$ cat config.mk
export PLATFORM = sky130hd
export DESIGN_NAME = wb_rr_arbiter
export DESIGN_NICKNAME = d
export VERILOG_FILES = /design/src/rtl/wb_arb_pkg.sv /design/src/rtl/wb_rr_arbiter_rr_pick.sv /design/src/rtl/wb_rr_arbiter.sv
export SDC_FILE = /design/constraint.sdc
export NUM_CORES = 1
export LEC_CHECK = 0
export CAP_MARGIN = 20
export CORE_AREA = 2 2 106 108
export CTS_BUF_LIST = sky130_fd_sc_hd__clkbuf_16
export CTS_CLUSTER_SIZE = 8
export DETAILED_ROUTE_END_ITERATION = 7
export DIE_AREA = 0 0 108 110
export PLACE_DENSITY = 0.69
export RECOVER_POWER = 25
export SLEW_MARGIN = 20
export SYNTH_ARGS = -nofsm -noshare
export SYNTH_HDL_FRONTEND = slang
export SYNTH_SLANG_ARGS = --single-unit
$ cat constraint.sdc
create_clock -name CLK_I -period 1.6 [get_ports CLK_I]
set_input_delay 0.4 -clock CLK_I [delete_from_list [all_inputs] [get_ports CLK_I]]
set_output_delay 0.4 -clock CLK_I [all_outputs]
set_load 0.01 [all_outputs]
$ cat src/rtl/wb_arb_pkg.sv
// Shared types and helpers for the Wishbone round-robin arbiter.
// Optional timeout/error feature is enabled with WB_ARB_TIMEOUT_EN.
package wb_arb_pkg;

    typedef enum logic [1:0] {
        IDLE,
        BUSY,
        PARK
    } arb_state_t;

    localparam int DEF_ADR_W = 32;
    localparam int DEF_DAT_W = 32;

    // Width of a master index; never less than one bit.
    function automatic int ptr_w(input int n);
        return (n > 1) ? $clog2(n) : 1;
    endfunction

endpackage

$ cat src/rtl/wb_rr_arbiter_rr_pick.sv
// Combinational rotating-priority picker: the first requester above 'last'
// (with wrap) wins and is returned both one-hot and as an index.
module rr_pick
    import wb_arb_pkg::*;
#(
    parameter int NUM_M = 2,
    parameter int PW    = ptr_w(NUM_M)
) (
    input  logic [NUM_M-1:0] req,
    input  logic [PW-1:0]    last,
    output logic [NUM_M-1:0] gnt,
    output logic [PW-1:0]    idx,
    output logic             valid
);

    always_comb begin
        logic [PW-1:0] cand;
        // NOTE: every output gets a default before the loop so no path through the block leaves one unassigned (which would infer a latch).
        gnt   = '0;
        idx   = '0;
        valid = 1'b0;
        cand  = '0;
        for (int k = 1; k <= NUM_M; k++) begin
            cand = PW'((int'(last) + k) % NUM_M);
            if (!valid && req[cand]) begin
                valid     = 1'b1;
                gnt[cand] = 1'b1;
                idx       = cand;
            end
        end
    end

endmodule

$ cat src/rtl/wb_rr_arbiter.sv
// Round-robin arbiter sharing one Wishbone classic slave among NUM_M masters.
// Define WB_ARB_TIMEOUT_EN to add the ACK timeout and the M_ERR_O port.
module wb_rr_arbiter
    import wb_arb_pkg::*;
#(
    parameter int NUM_M = 2,
    parameter int ADR_W = DEF_ADR_W,
    parameter int DAT_W = DEF_DAT_W
`ifdef WB_ARB_TIMEOUT_EN
    ,
    parameter int TIMEOUT_CYC = 64
`endif
) (
    input  logic                   CLK_I,
    input  logic                   RST_I,
    input  logic [NUM_M-1:0]       M_CYC_I,
    input  logic [NUM_M-1:0]       M_STB_I,
    input  logic [NUM_M-1:0]       M_WE_I,
    input  logic [NUM_M*ADR_W-1:0] M_ADR_I,
    input  logic [NUM_M*DAT_W-1:0] M_DAT_I,
    output logic [NUM_M-1:0]       M_ACK_O,
    output logic [DAT_W-1:0]       M_DAT_O,
    output logic                   S_CYC_O,
    output logic                   S_STB_O,
    output logic                   S_WE_O,
    output logic [ADR_W-1:0]       S_ADR_O,
    output logic [DAT_W-1:0]       S_DAT_O,
    input  logic                   S_ACK_I,
    input  logic [DAT_W-1:0]       S_DAT_I,
    output logic [NUM_M-1:0]       GNT_O
`ifdef WB_ARB_TIMEOUT_EN
    ,
    output logic [NUM_M-1:0]       M_ERR_O
`endif
);

    localparam int PW = ptr_w(NUM_M);

    arb_state_t       state_q, state_n;
    logic [NUM_M-1:0] gnt_q, gnt_n;
    logic [PW-1:0]    idx_q, idx_n;
    logic [PW-1:0]    last_q, last_n;
    logic [NUM_M-1:0] req;
    logic [NUM_M-1:0] pick_gnt;
    logic [PW-1:0]    pick_idx;
    logic             pick_valid;
    logic             timeout_hit;
    logic             live;

    rr_pick #(
        .NUM_M (NUM_M),
        .PW    (PW)
    ) u_pick (
        .req   (req),
        .last  (last_q),
        .gnt   (pick_gnt),
        .idx   (pick_idx),
        .valid (pick_valid)
    );

`ifdef WB_ARB_TIMEOUT_EN
    localparam int CNT_W = $clog2(TIMEOUT_CYC + 1);

    logic [CNT_W-1:0] cnt_q;
    // A master whose cycle timed out stays masked until it has released CYC.
    logic [NUM_M-1:0] block_q;

    assign timeout_hit = (state_q == BUSY) && (cnt_q == CNT_W'(TIMEOUT_CYC));
    assign req         = M_CYC_I & ~block_q;
    assign M_ERR_O     = timeout_hit ? gnt_q : '0;

    always_ff @(posedge CLK_I) begin
        if (RST_I) begin
            cnt_q   <= '0;
            block_q <= '0;
        end else begin
            block_q <= (block_q & M_CYC_I) | (timeout_hit ? gnt_q : '0);
            if (state_q != BUSY || S_ACK_I) begin
                cnt_q <= '0;
            end else if (S_STB_O) begin
                cnt_q <= cnt_q + CNT_W'(1);
            end
        end
    end
`else
    assign timeout_hit = 1'b0;
    assign req         = M_CYC_I;
`endif

    // The granted master drives the slave only while BUSY and not timed out.
    assign live  = (state_q == BUSY) && !timeout_hit;
    assign GNT_O = gnt_q;

    always_comb begin
        S_CYC_O = 1'b0;
        S_STB_O = 1'b0;
        S_WE_O  = 1'b0;
        S_ADR_O = '0;
        S_DAT_O = '0;
        M_ACK_O = '0;
        M_DAT_O = '0;
        if (live) begin
            S_CYC_O          = M_CYC_I[idx_q];
            S_STB_O          = M_STB_I[idx_q];
            S_WE_O           = M_WE_I[idx_q];
            S_ADR_O          = M_ADR_I[idx_q*ADR_W +: ADR_W];
            S_DAT_O          = M_DAT_I[idx_q*DAT_W +: DAT_W];
            M_ACK_O[idx_q]   = S_ACK_I;
            M_DAT_O          = S_DAT_I;
        end
    end

    always_comb begin
        state_n = state_q;
        gnt_n   = gnt_q;
        idx_n   = idx_q;
        last_n  = last_q;
        case (state_q)
            IDLE: begin
                if (pick_valid) begin
                    gnt_n   = pick_gnt;
                    idx_n   = pick_idx;
                    state_n = BUSY;
                end
            end
            BUSY: begin
                if (!M_CYC_I[idx_q] || timeout_hit) begin
                    last_n  = idx_q;
                    gnt_n   = '0;
                    state_n = PARK;
                end
            end
            PARK:    state_n = IDLE;
            default: state_n = IDLE;
        endcase
    end

    always_ff @(posedge CLK_I) begin
        // NOTE: registered state uses non-blocking assignments so every flop samples pre-edge values regardless of statement order.
        if (RST_I) begin
            state_q <= IDLE;
            gnt_q   <= '0;
            idx_q   <= '0;
            last_q  <= PW'(NUM_M - 1);
        end else begin
            state_q <= state_n;
            gnt_q   <= gnt_n;
            idx_q   <= idx_n;
            last_q  <= last_n;
        end
    end

endmodule

==> flow_metrics.env <==
export IMPL_antenna_violating_nets_post_route=0
export IMPL_critical_path_top_delay_family="buffers and inverters"
export IMPL_synth_warnings=0
export IMPL_number_of_setup_violations_in_the_final_report=97
export IMPL_detailed_place_area_mm2=0.004562
export IMPL_failing_checks="negative setup slack"
export IMPL_synth_compound_area_share_pct=3.905
export IMPL_synth_top_cell_area_share_pct=40.43
export IMPL_share_seq_of_total_power_pct=7.3
export IMPL_design_final_nets=726
export IMPL_dominant_combinational_cell_family_by_area_after_synthesis="multiplexers"
export IMPL_area_share_of_fa_ha_maj_cells_after_synthesis_pct=0
export IMPL_placement_rows=38
export IMPL_critPathArrivalTime_ns=1.48
export IMPL_layout_setup_ws_ns=-0.2835
export IMPL_crit_path_cell_trace="buf_6 -> buf_16 -> buf_8 -> mux2i_1 -> nor2_1 -> buf_2"
export IMPL_fin_total_pwr_mw=2.510
export IMPL_finalWeightedCongestion=0.7534
export IMPL_cp_num_buf_inv=4
export IMPL_detailroute_via_count=2885
export IMPL_finalMaxSlewViolations=0
export IMPL_io_pins=272
export IMPL_critical_path_max_fanout=4
export IMPL_detail_route_iter0_violations=70
export IMPL_timing_worst_slew_pin_value_ns=0.2824
export IMPL_crit_path_max_incr_delay_ns=0.41
export IMPL_p_sw_mw=0.7916
export IMPL_start_kind="flip-flop"
export IMPL_maxCapViolCount=0
export IMPL_clk_pin_slew_worst_paths_ns=0.04
export IMPL_synth_mux_area_fraction_pct=41.35
export IMPL_antenna_found_initial=5
export IMPL_final_period_minus_worst_setup_slack_ns=1.884
export IMPL_synthesis_instances=220
export IMPL_synth_ff_latch_count=6
export IMPL_synth_distinct_cells=27
export IMPL_p_int_mw=1.719
export IMPL_clock_power_share_pct=16.5
export IMPL_critPathKind="flip-flop to output pin"
export IMPL_design_area_mm2=0.005494
export IMPL_numClockSinks=6
export IMPL_synth_simple_gate_area_share_pct=38.21
export IMPL_worst_endpoint_required_ns=1.20
export IMPL_detail_route_wl_per_cell_um=16.19
export IMPL_cts_hold_fix_buffers=0
export IMPL_hp_class="flip-flop to flip-flop"
export IMPL_share_of_post_route_cells_with_drive_strength_above_1_pct=44.96
export IMPL_multi_input_area_mm2=0.001605
export IMPL_fillers=978
export IMPL_fp_dieArea_mm2=0.01188
export IMPL_power_per_cell_area_mw_per_mm2=456.9
export IMPL_syn_mean_instance_area_um2=7.428
export IMPL_clk_insertion_delay_late_ns=0.23
export IMPL_slew_headroom_pct=81.18
export IMPL_synth_fp_nets=389
export IMPL_final_min_period_over_clock_period_pct=117.7
export IMPL_power_combinational_fraction_pct=76.2
export IMPL_global_route_usage_total_pct=16.57
export IMPL_number_of_enable_flip_flop_cells_after_synthesis=0
export IMPL_total_half_perimeter_wirelength_after_legalization_and_detailed_placement_um=8260
export IMPL_cts_buffer_count=3
export IMPL_cpMaxStageDelayCell="sky130_fd_sc_hd__dfxtp_4"
export IMPL_grt_pass1_wl_um=15180
export IMPL_worst_ir_drop_vdd_mv=0.2971
export IMPL_critPathCaptureType="output pin"
export IMPL_result_of_the_run="finished, violations left"
export IMPL_grt_start_max_net_pins=33
export IMPL_synth_area_leaders="sky130_fd_sc_hd__mux2i_1, sky130_fd_sc_hd__nor2_1, sky130_fd_sc_hd__and2_1"
export IMPL_timing_clock_skew_ns=0.005012
export IMPL_detail_route_vias_per_cell=4.139
export IMPL_max_clock_freq_mhz=530.9
export IMPL_synth_async_reset_ratio_pct=0
export IMPL_port_buffers=271
export IMPL_cts_tree="done"
export IMPL_die_width_um=108
export IMPL_initial_core_util_pct=15.27
export IMPL_overflow=0
export IMPL_area_growth_pct=236.2
export IMPL_cts_htree_levels=1
export IMPL_swShare_pct=31.53
export IMPL_synth_xor_xnor_area_share_pct=0
export IMPL_syn_area_mm2=0.001634
export IMPL_static_leakage_power_nw=2.409
export IMPL_timing_final_hold_violations=0
export IMPL_drt_total_wl_um=11280
export IMPL_die_height_um=110
export IMPL_clock_tree_buffer_depth=2
export IMPL_synth_area_leader_cell="sky130_fd_sc_hd__mux2i_1"
export IMPL_grt_setup_unrepaired="yes"
export IMPL_core_mm2=0.01070
export IMPL_register_area_um2=126.4
export IMPL_detail_route_drc_violations=0
export IMPL_drt_first_pass_iters=4
export IMPL_synth_flop_cell="sky130_fd_sc_hd__dfxtp_1"
export IMPL_root_buffer="sky130_fd_sc_hd__clkbuf_16"
export IMPL_via_count_of_the_first_global_routing_pass=2841
export IMPL_ys_seq_area_share_pct=7.351
==> stage by stage <==
step | TNS (ns) | worst slack (ns) | instances | utilization, % | hold slack, ns
after global routing | -19.41 | -0.3518 | 696 | 51.33 | 0.4966
after floorplan | 0 | 0.1664 | 220 | - | 0.4575
after global placement | -35.69 | -0.5300 | 626 | 42.64 | 0.4723
after CTS | -20.18 | -0.4701 | 664 | 46.04 | 0.4802
final | -14.22 | -0.2835 | 697 | 51.36 | 0.4744
after detailed placement | -36.48 | -0.5451 | 626 | 42.64 | 0.4752
==> logic make-up (layout without fill, tap and decap cells) <==
logic type      count (synthesis)  in the layout
buf+inv                        21            357
compound gates                 10             10
simple gates                  116            116
other cells                     0              1
mux                            67             67
flops                           6              6
==> flip-flops by register name (all words and copies together), names as in the netlist <==
name and flops:
GNT_O 2, idx_q 1, last_q 1, state_q 2
==> cell usage in the layout (no fill, tap or decap), types with 2 or more instances in the layout <==
cell type and count:
sky130_fd_sc_hd__buf_4 21, sky130_fd_sc_hd__nor2_4 10, sky130_fd_sc_hd__a21oi_1 5, sky130_fd_sc_hd__buf_8 8, sky130_fd_sc_hd__dfxtp_1 3, sky130_fd_sc_hd__mux2i_2 3, sky130_fd_sc_hd__mux2i_4 10, sky130_fd_sc_hd__inv_1 2
sky130_fd_sc_hd__nand2_1 2, sky130_fd_sc_hd__buf_6 78, sky130_fd_sc_hd__buf_16 4, sky130_fd_sc_hd__and2_4 32, sky130_fd_sc_hd__nand3_1 2, sky130_fd_sc_hd__clkdlybuf4s50_1 170, sky130_fd_sc_hd__clkbuf_16 3, sky130_fd_sc_hd__mux2i_1 53
sky130_fd_sc_hd__buf_12 12, sky130_fd_sc_hd__dfxtp_2 2, sky130_fd_sc_hd__clkbuf_2 2, sky130_fd_sc_hd__buf_2 56, sky130_fd_sc_hd__nor2_1 59
==> cell type report <==
type / count / share of cell area (%)
multi-input combinational: 193 / 29.22
tap: 140 / 3.188
inverter: 1 / 0.06832
clock buffer: 3 / 1.366
antenna: 1 / 0.04555
clock inverter: 1 / 0.06832
timing repair buffer: 352 / 63.74
sequential: 6 / 2.300
==> cell usage after synthesis (2+ instances only) <==
cell type and number:
sky130_fd_sc_hd__a21oi_1 6, sky130_fd_sc_hd__and2_1 33, sky130_fd_sc_hd__buf_2 7, sky130_fd_sc_hd__buf_4 4, sky130_fd_sc_hd__buf_6 4, sky130_fd_sc_hd__clkbuf_1 3
sky130_fd_sc_hd__dfxtp_1 6, sky130_fd_sc_hd__mux2i_1 66, sky130_fd_sc_hd__nand2_1 3, sky130_fd_sc_hd__nand2b_1 2, sky130_fd_sc_hd__nand3_1 2, sky130_fd_sc_hd__nor2_1 59
sky130_fd_sc_hd__nor2_4 10, sky130_fd_sc_hd__o221ai_1 2
==> per-layer routing <==
metal  vias up  track usage (%)  part of all wire (%)
li1       1410                -                     -
met1      1293            17.35                    34
met2       160            30.64                    50
met3        14            8.466                    14
met4         8            1.923                  0.73
met5         -                0                  0.43
==> repair_timing <==
action / CTS / global route
gates cloned: 5 / 0
setup endpoints to repair: 101 / 101
pin swaps: 11 / 51
resized for setup: 429 / 136
buffers inserted: 29 / 42
==> final timing paths <==
path / slack [ns] / depth (start not counted) / end / startpoint
setup / recovery: -0.28 / 6 / S_ADR_O[19] / idx_q$_SDFFE_PP0P_
hold / removal: 0.47 / 2 / GNT_O[1]$_SDFFE_PP0P_ / GNT_O[1]$_SDFFE_PP0P_
setup reg to reg: 0.11 / 6 / GNT_O[0]$_SDFFE_PP0P_ / idx_q$_SDFFE_PP0P_
hold reg to reg: 0.47 / 2 / GNT_O[1]$_SDFFE_PP0P_ / GNT_O[1]$_SDFFE_PP0P_
==> worst reg2reg max path: cells and delay by family, from the launching register on <==
family	cells	cell delay, ns
flops	1	0.41
buf+inv	3	0.39
compound gates	2	0.26
mux	1	0.30
==> power groups by stage <==
stage	registers [mW]	logic, mW	clock network, mW
floorplan	0.177	0.580	0
CTS	0.182	1.66	0.418
finish	0.183	1.91	0.415
global route	0.185	2.03	0.429
global placement	0.180	1.46	0
detailed placement	0.180	1.47	0
Power figures use the tool's default switching activity.
